--- config.mk ---
export PLATFORM = sky130hd
export DESIGN_NAME = if_id_skid_stage
export DESIGN_NICKNAME = d
export VERILOG_FILES = /design/src/rtl/rv32_pipe_pkg.sv /design/src/rtl/pipe_data_reg.sv /design/src/rtl/if_id_skid_stage.sv
export SDC_FILE = /design/constraint.sdc
export NUM_CORES = 1
export LEC_CHECK = 0
export CAP_MARGIN = 15
export CORE_MARGIN = 4
export CORE_UTILIZATION = 55
export DETAILED_ROUTE_END_ITERATION = 12
export HOLD_SLACK_MARGIN = 0.05
export PLACE_DENSITY = 0.95
export SLEW_MARGIN = 0
export SYNTH_ARGS = -nofsm -noshare
export SYNTH_HDL_FRONTEND = slang
export SYNTH_SLANG_ARGS = --single-unit
--- constraint.sdc ---
create_clock -name clk -period 4.2 [get_ports clk]
set_input_delay 0.42 -clock clk [delete_from_list [all_inputs] [get_ports clk]]
set_output_delay 0.42 -clock clk [all_outputs]
set_load 0.005 [all_outputs]
--- src/rtl/rv32_pipe_pkg.sv ---
// Shared fetch/decode pipeline definitions: datapath width, bubble instruction,
// and the occupancy states of the IF/ID skid stage.
package rv32_pipe_pkg;

    localparam int unsigned XLEN = 32;
    localparam logic [XLEN-1:0] NOP_INSTR = 32'h0000_0013;

    typedef enum logic [1:0] {
        StEmpty = 2'd0,
        StBusy  = 2'd1,
        StFull  = 2'd2
    } pipe_state_e;

endpackage

--- src/rtl/pipe_data_reg.sv ---
// Load-enabled {pc, instr} holding register; resets to {0, bubble instruction}.
module pipe_data_reg #(
    parameter int unsigned      Width      = 32,
    parameter logic [Width-1:0] ResetInstr = '0
) (
    input  logic             clk,
    input  logic             rst,
    input  logic             load,
    input  logic [Width-1:0] d_pc,
    input  logic [Width-1:0] d_instr,
    output logic [Width-1:0] q_pc,
    output logic [Width-1:0] q_instr
);

    logic [Width-1:0] pc_q;
    logic [Width-1:0] instr_q;

    always_ff @(posedge clk or negedge rst) begin
        if (!rst) begin
            pc_q    <= '0;
            instr_q <= ResetInstr;
        end else if (load) begin
            pc_q    <= d_pc;
            instr_q <= d_instr;
        end
    end

    assign q_pc    = pc_q;
    assign q_instr = instr_q;

endmodule

--- src/rtl/if_id_skid_stage.sv ---
// IF/ID pipeline register with a one-entry skid buffer so in_ready is fully
// registered; also counts decode back-pressure cycles.
module if_id_skid_stage
    import rv32_pipe_pkg::*;
#(
    parameter int unsigned     XLEN      = rv32_pipe_pkg::XLEN,
    parameter logic [XLEN-1:0] NOP_INSTR = rv32_pipe_pkg::NOP_INSTR
) (
    input  logic            clk,
    input  logic            rst,
    input  logic            in_valid,
    output logic            in_ready,
    input  logic [XLEN-1:0] in_pc,
    input  logic [XLEN-1:0] in_instr,
    output logic            out_valid,
    input  logic            out_ready,
    output logic [XLEN-1:0] out_pc,
    output logic [XLEN-1:0] out_instr,
    input  logic            flush,
    output logic [15:0]     stall_cnt
);

    pipe_state_e state_q, state_d;

    logic            in_hs, out_hs;
    logic            load_main, load_skid, main_from_skid;
    logic [XLEN-1:0] main_pc, main_instr, skid_pc, skid_instr;
    logic [XLEN-1:0] main_pc_d, main_instr_d;
    logic [15:0]     stall_cnt_q, stall_cnt_d;

    assign in_ready  = (state_q != StFull);
    assign out_valid = (state_q != StEmpty);
    assign in_hs     = in_valid & in_ready;
    assign out_hs    = out_valid & out_ready;

    always_comb begin
        state_d        = state_q;
        load_main      = 1'b0;
        load_skid      = 1'b0;
        main_from_skid = 1'b0;
        case (state_q)
            StEmpty: begin
                if (in_hs) begin
                    load_main = 1'b1;
                    state_d   = StBusy;
                end
            end
            StBusy: begin
                if (in_hs && out_hs) begin
                    load_main = 1'b1;
                end else if (in_hs) begin
                    load_skid = 1'b1;
                    state_d   = StFull;
                end else if (out_hs) begin
                    state_d = StEmpty;
                end
            end
            StFull: begin
                if (out_hs) begin
                    load_main      = 1'b1;
                    main_from_skid = 1'b1;
                    state_d        = StBusy;
                end
            end
            default: state_d = StEmpty;
        endcase
        // Redirect wins over everything; loads are blocked so out_pc keeps its value.
        if (flush) begin
            state_d   = StEmpty;
            load_main = 1'b0;
            load_skid = 1'b0;
        end
    end

    always_ff @(posedge clk or negedge rst) begin
        if (!rst) begin
            state_q <= StEmpty;
        end else begin
            state_q <= state_d;
        end
    end

    assign main_pc_d    = main_from_skid ? skid_pc    : in_pc;
    assign main_instr_d = main_from_skid ? skid_instr : in_instr;

    pipe_data_reg #(
        .Width      (XLEN),
        .ResetInstr (NOP_INSTR)
    ) u_main_reg (
        .clk     (clk),
        .rst     (rst),
        .load    (load_main),
        .d_pc    (main_pc_d),
        .d_instr (main_instr_d),
        .q_pc    (main_pc),
        .q_instr (main_instr)
    );

    pipe_data_reg #(
        .Width      (XLEN),
        .ResetInstr (NOP_INSTR)
    ) u_skid_reg (
        .clk     (clk),
        .rst     (rst),
        .load    (load_skid),
        .d_pc    (in_pc),
        .d_instr (in_instr),
        .q_pc    (skid_pc),
        .q_instr (skid_instr)
    );

    assign out_pc    = main_pc;
    assign out_instr = out_valid ? main_instr : NOP_INSTR;

    always_comb begin
        stall_cnt_d = stall_cnt_q;
        if (out_valid && !out_ready && (stall_cnt_q != 16'hFFFF)) begin
            stall_cnt_d = stall_cnt_q + 16'd1;
        end
    end

    always_ff @(posedge clk or negedge rst) begin
        if (!rst) begin
            stall_cnt_q <= 16'd0;
        end else begin
            stall_cnt_q <= stall_cnt_d;
        end
    end

    assign stall_cnt = stall_cnt_q;

endmodule

==> results of run 1 <==
==> metal layers <==
metal	track usage (%)	share of wire [%]
met4	9.49	2.7
met3	6.27	4.4
met2	40.2	54
met1	25.0	39
met5	0	0
==> cell families (layout without fill, tap and decap cells) <==
group	after synthesis	after routing	synth area share, %
AOI/OAI and AO/OA	14	14	1.54
xor gates and xnor gates	15	15	1.95
adders and majority gates	1	1	0.186
buffers and inverters	27	193	3.20
DFF	146	146	54.5
muxes	194	194	32.5
and+or+nand+nor	67	67	6.18
==> cells in the final DEF, fill, tap and decap left out, types with 2 or more instances in the layout <==
cell type	count
mux2_2	193
clkdlybuf4s50_1	149
dfrtp_1	140
nor2b_1	30
clkbuf_16	17
xnor2_1	15
buf_4	8
and3_1	6
dfstp_2	6
nand2_1	5
o2111ai_1	5
bufinv_16	5
nor2_1	4
nand4_1	4
o211ai_1	4
or2_2	3
nand3_1	3
clkbuf_1	3
clkbuf_8	3
inv_1	2
and2_1	2
clkinv_2	2
==> flip-flops by register name, summed over array words and instances (netlist names) <==
register and flops:
state_q 2, u_main_reg.q_pc 32, u_main_reg.q_instr 32, u_skid_reg.q_pc 32, u_skid_reg.q_instr 32, stall_cnt 16
==> area by class of cell <==
class / count / area share, %
flip-flops and latches: 146 / 40.9
multi-input cells: 291 / 32.0
repair buffers: 159 / 17.6
clock buffers: 23 / 5.34
well taps: 147 / 2.06
clock inverters: 9 / 1.97
inverters: 2 / 0.0839
==> through the flow <==
step | setup slack (ns) | power [mW] | instance area [sq um] | util (%)
5_1_grt | 1.24 | 4.65 | 8940 | 74.5
6_report | 1.37 | 4.46 | 8940 | 74.5
2_1_floorplan | 2.50 | 2.34 | 6720 | -
4_1_cts | 1.33 | 4.49 | 8940 | 74.5
3_5_place_dp | 1.68 | 2.82 | 8280 | 68.9
3_3_place_gp | 1.75 | 2.74 | 8280 | 68.9
==> worst max-delay path, stage by stage (launching register included) <==
cell,delay [ns]
dfrtp_1,0.47
nor2_4,0.77
or2_2,0.25
clkdlybuf4s50_1,0.51
==> power by group <==
group	internal (mW)	total (mW)	switching, mW
clock network	1.10	1.66	0.558
registers	1.75	1.94	0.197
logic	0.577	0.861	0.284
total	3.42	4.46	1.04
==> worst paths after layout <==
path	slack (ns)	cells after the start	from	endpoint
setup / recovery	1.37	3	state_q[0]$_DFFE_PN0P_	out_instr[0]
hold / removal	0.49	1	stall_cnt[13]$_DFFE_PN0P_	stall_cnt[13]$_DFFE_PN0P_
setup reg to reg	2.08	4	state_q[0]$_DFFE_PN0P_	stall_cnt[1]$_DFFE_PN0P_
hold reg to reg	0.49	1	stall_cnt[13]$_DFFE_PN0P_	stall_cnt[13]$_DFFE_PN0P_
max in group asynchronous	2.68	3	rst	stall_cnt[13]$_DFFE_PN0P_
min in group asynchronous	0.52	2	rst	u_skid_reg.q_pc[12]$_DFFE_PN0P_
==> timing repair <==
item / in CTS / in global routing
setup endpoints to repair: 0 / 0
hold buffers: 1 / 0
hold endpoints to repair: 56 / 0
gates resized for setup: 0 / 0
setup buffers: 0 / 0
==> impl_metrics.env, run 1 <==
export IMPL_outcome="complete, no violations"
export IMPL_clock_sinks=146
export IMPL_finClkSkew_ns=0.00697
export IMPL_finalCritPeriodShare_pct=67.4
export IMPL_async_reset_ff_share_pct=100
export IMPL_rsz0062_at_grt="false"
export IMPL_cap_violations=0
export IMPL_yosysSeqAreaShare_pct=54.5
export IMPL_synthMostInstantiatedCell="mux2_2"
export IMPL_cp_data_required_time_ns=3.78
export IMPL_syn_avg_cell_area_sq_um=14.5
export IMPL_syn_nets=534
export IMPL_fp_dieArea_sq_mm=0.0141
export IMPL_vias=4348
export IMPL_drt_pre_antenna_iters=4
export IMPL_yosys_cell_types_count=35
export IMPL_wl_per_cell_microns=19.7
export IMPL_h_tree_depth=4
export IMPL_synth_warnings=0
export IMPL_drc=0
export IMPL_synth_cells=464
export IMPL_grt_use_total_pct=22.4
export IMPL_antenna_found_initial=0
export IMPL_synth_seq_cells=146
export IMPL_placed_cells=744
export IMPL_dp_hpwl_microns=10100
export IMPL_synth_top_cell_area_share_pct=52.1
export IMPL_cp_start_kind="flip-flop"
export IMPL_final_setup_viol_count=0
export IMPL_viasPerCell=5.60
export IMPL_worstSetupPathType="reg2out"
export IMPL_fill_cells=753
export IMPL_start_util_pct=56.0
export IMPL_grt_pass1_wl_microns=24900
export IMPL_nets=687
export IMPL_place_port_buffers=150
export IMPL_synth_edff_count=0
export IMPL_hp_class="reg2reg"
export IMPL_p_per_area_mw_per_mm2=499
export IMPL_max_freq_ghz=0.354
export IMPL_crit_arrival_ns=2.41
export IMPL_numCtsBuffers=17
export IMPL_p_leak_nw=3.74
export IMPL_synth_common_cells="mux2_2, dfrtp_1, nor2b_1, xnor2_1, buf_6"
export IMPL_area_growth_syn_to_layout_pct=33.1
export IMPL_io_pins=151
export IMPL_diodes=0
export IMPL_end_kind="output pin"
export IMPL_clk_latency_ns=0.42
export IMPL_yosysTopAreaCell="dfrtp_1"
export IMPL_rows=40
export IMPL_cp_max_fo=36
export IMPL_instances_no_fill=777
export IMPL_synth_area_top_cells="dfrtp_1, mux2_2, nor2b_1"
export IMPL_drt_iter0_drc=241
export IMPL_grt_pass1_vias=4880
export IMPL_grt_max_degree=61
export IMPL_irDropWorstVdd_v=0.000304
export IMPL_netlist_area_sq_mm=0.00672
export IMPL_regArea_sq_mm=0.00366
export IMPL_drive_gt1_share_pct=39.2
export IMPL_synth_ff_type="dfrtp_1"
export IMPL_cts_clk_slew_worst_paths_ns=0.05
export IMPL_cts_root_buffer="clkbuf_16"
export IMPL_worst_slew_margin_rel_pct=37.9
export IMPL_tritoncts="yes"
export IMPL_tns_ns=0
export IMPL_place_congestion=0.797
export IMPL_final_max_slew_viol_count=0
export IMPL_die_h_microns=119
export IMPL_grt_overflow_total=0
export IMPL_core_sq_mm=0.0120
export IMPL_final_antenna_net_count=0
export IMPL_worst_pin_slew_ns=0.930
export IMPL_die_w_microns=119
export IMPL_hold_slack_ns=0.486
export IMPL_drt_wl_total_microns=15300
export IMPL_min_period_ns=2.83
export IMPL_hold_viol=0
export IMPL_clock_path_buffers=2
export IMPL_multi_input_area_sq_mm=0.00287
Power figures use the tool's default switching activity.
==> run 2: changes to the inputs <==
CORE_UTILIZATION = 46   (was 55)
PLACE_DENSITY = 0.87   (was 0.95)
clock period = 2.6 ns   (was 4.2 ns; I/O delays follow)
==> impl_metrics.env, run 2 (synthesis gave the netlist of run 1 again) <==
export IMPL_end_kind="output pin"
export IMPL_grt_overflow_total=0
export IMPL_final_max_slew_viol_count=0
export IMPL_clk_latency_ns=0.42
export IMPL_worstSetupPathType="reg2out"
export IMPL_max_freq_ghz=0.428
export IMPL_hp_class="in2async"
export IMPL_tritoncts="yes"
export IMPL_grt_use_total_pct=18.0
export IMPL_cp_start_kind="flip-flop"
export IMPL_drc=0
export IMPL_final_cell_mix="mux2_2, clkdlybuf4s50_1, dfrtp_1"
export IMPL_grt_pass1_vias=4796
export IMPL_fp_dieArea_sq_mm=0.0166
export IMPL_drt_iter0_drc=183
export IMPL_nets=687
export IMPL_dp_hpwl_microns=9670
export IMPL_cp_max_fo=29
export IMPL_core_sq_mm=0.0141
export IMPL_r2r_start="state_q[1]$_DFFE_PN0P_"
export IMPL_postCtsHoldBufs=1
export IMPL_area_growth_syn_to_layout_pct=34.9
export IMPL_wl_per_cell_microns=17.7
export IMPL_worst_pin_slew_ns=0.523
export IMPL_diodes=0
export IMPL_placed_area_sq_mm=0.00840
export IMPL_cts_setup_buffers=0
export IMPL_drt_wl_total_microns=14300
export IMPL_final_core_util_pct=64.3
export IMPL_final_setup_viol_count=0
export IMPL_drive_gt1_share_pct=39.6
export IMPL_final_area_sq_mm=0.00907
export IMPL_antenna_found_initial=0
export IMPL_die_w_microns=129
export IMPL_p_per_area_mw_per_mm2=788
export IMPL_place_congestion=0.764
export IMPL_drt_pre_antenna_iters=4
export IMPL_vias=4322
export IMPL_cts_resized=0
export IMPL_p_leak_nw=3.78
export IMPL_crit_arrival_ns=2.08
export IMPL_outcome="complete, no violations"
export IMPL_worst_slew_margin_rel_pct=65.1
export IMPL_grt_max_degree=65
export IMPL_viasPerCell=5.34
export IMPL_rsz0062_at_grt="false"
export IMPL_cap_violations=0
export IMPL_tns_ns=0
export IMPL_die_h_microns=129
export IMPL_hold_viol=0
export IMPL_numCtsBuffers=17
export IMPL_cp_data_required_time_ns=2.34
export IMPL_h_tree_depth=4
export IMPL_grt_pass1_wl_microns=23700
export IMPL_clock_sinks=146
export IMPL_finClkSkew_ns=0.00436
export IMPL_clock_path_buffers=2
export IMPL_rows=43
export IMPL_place_port_buffers=150
export IMPL_final_common_cell="mux2_2"
export IMPL_min_period_ns=2.34
export IMPL_finalCritPeriodShare_pct=89.9
export IMPL_io_pins=151
export IMPL_r2r_slack_ns=0.71
export IMPL_fill_cells=1033
export IMPL_cts_clk_slew_worst_paths_ns=0.06
export IMPL_final_antenna_net_count=0
export IMPL_cts_root_buffer="clkbuf_16"
export IMPL_start_util_pct=47.7
export IMPL_reg2regPathDepth=4
export IMPL_timing_rr_end="u_skid_reg.q_pc[24]$_DFFE_PN0P_"
export IMPL_irDropWorstVdd_v=0.000466
## run 2: routing by layer
metal  track usage, %  routed length (microns)  vias up
met3             5.31                      893       26
met5                0                        0        -
li1                 -                        -     1971
met1             21.2                     5900     2203
met2             31.4                     7310      122
met4             6.61                      233        0
## run 2: worst max-delay path: stages (launching register included)
cell and delay [ns]:
dfrtp_1 0.48, nor2_4 0.31, buf_12 0.23, or2_2 0.14
clkdlybuf4s50_1 0.49
## run 2: how the worst max path moves through the flow
stage          cells after the start                         endpoint                      from
2_1_floorplan                      5         stall_cnt[1]$_DFFE_PN0P_  stall_cnt[0]$_DFFE_PN0P_
3_3_place_gp                       5  u_main_reg.q_pc[21]$_DFFE_PN0P_                 out_ready
3_5_place_dp                       5  u_skid_reg.q_pc[19]$_DFFE_PN0P_                  in_valid
4_1_cts                            4                     out_instr[1]    state_q[0]$_DFFE_PN0P_
5_1_grt                            4                     out_instr[4]    state_q[0]$_DFFE_PN0P_
6_report                           4                     out_instr[1]    state_q[0]$_DFFE_PN0P_
## run 2: layout make-up
| class | instances | area [sq um] | share of cell area, % |
|---|---|---|---|
| Tap cell | 180 | 225 | 2.48 |
| Timing Repair Buffer | 159 | 1650 | 18.2 |
| Multi-Input combinational cell | 291 | 2870 | 31.7 |
| Sequential cell | 146 | 3660 | 40.4 |
| Clock buffer | 23 | 508 | 5.60 |
| Clock inverter | 8 | 148 | 1.63 |
| Inverter | 2 | 7.51 | 0.0828 |
## run 2: stage by stage
stage	instances	worst slack [ns]	power (mW)	hold slack, ns
after CTS	809	0.207	7.23	0.366
after global placement	777	0.439	4.45	0.249
final	809	0.263	7.15	0.355
after detailed placement	777	0.361	4.54	0.260
after global routing	809	0.135	7.48	0.420
after floorplan	464	0.940	3.78	-0.0356
## run 2: where the power goes
part / leakage (nW) / internal (mW) / switching (mW)
Sequential: 1.77 / 2.82 / 0.297
Clock: 0.325 / 1.75 / 0.897
Combinational: 1.69 / 0.943 / 0.437
Total: 3.78 / 5.52 / 1.63
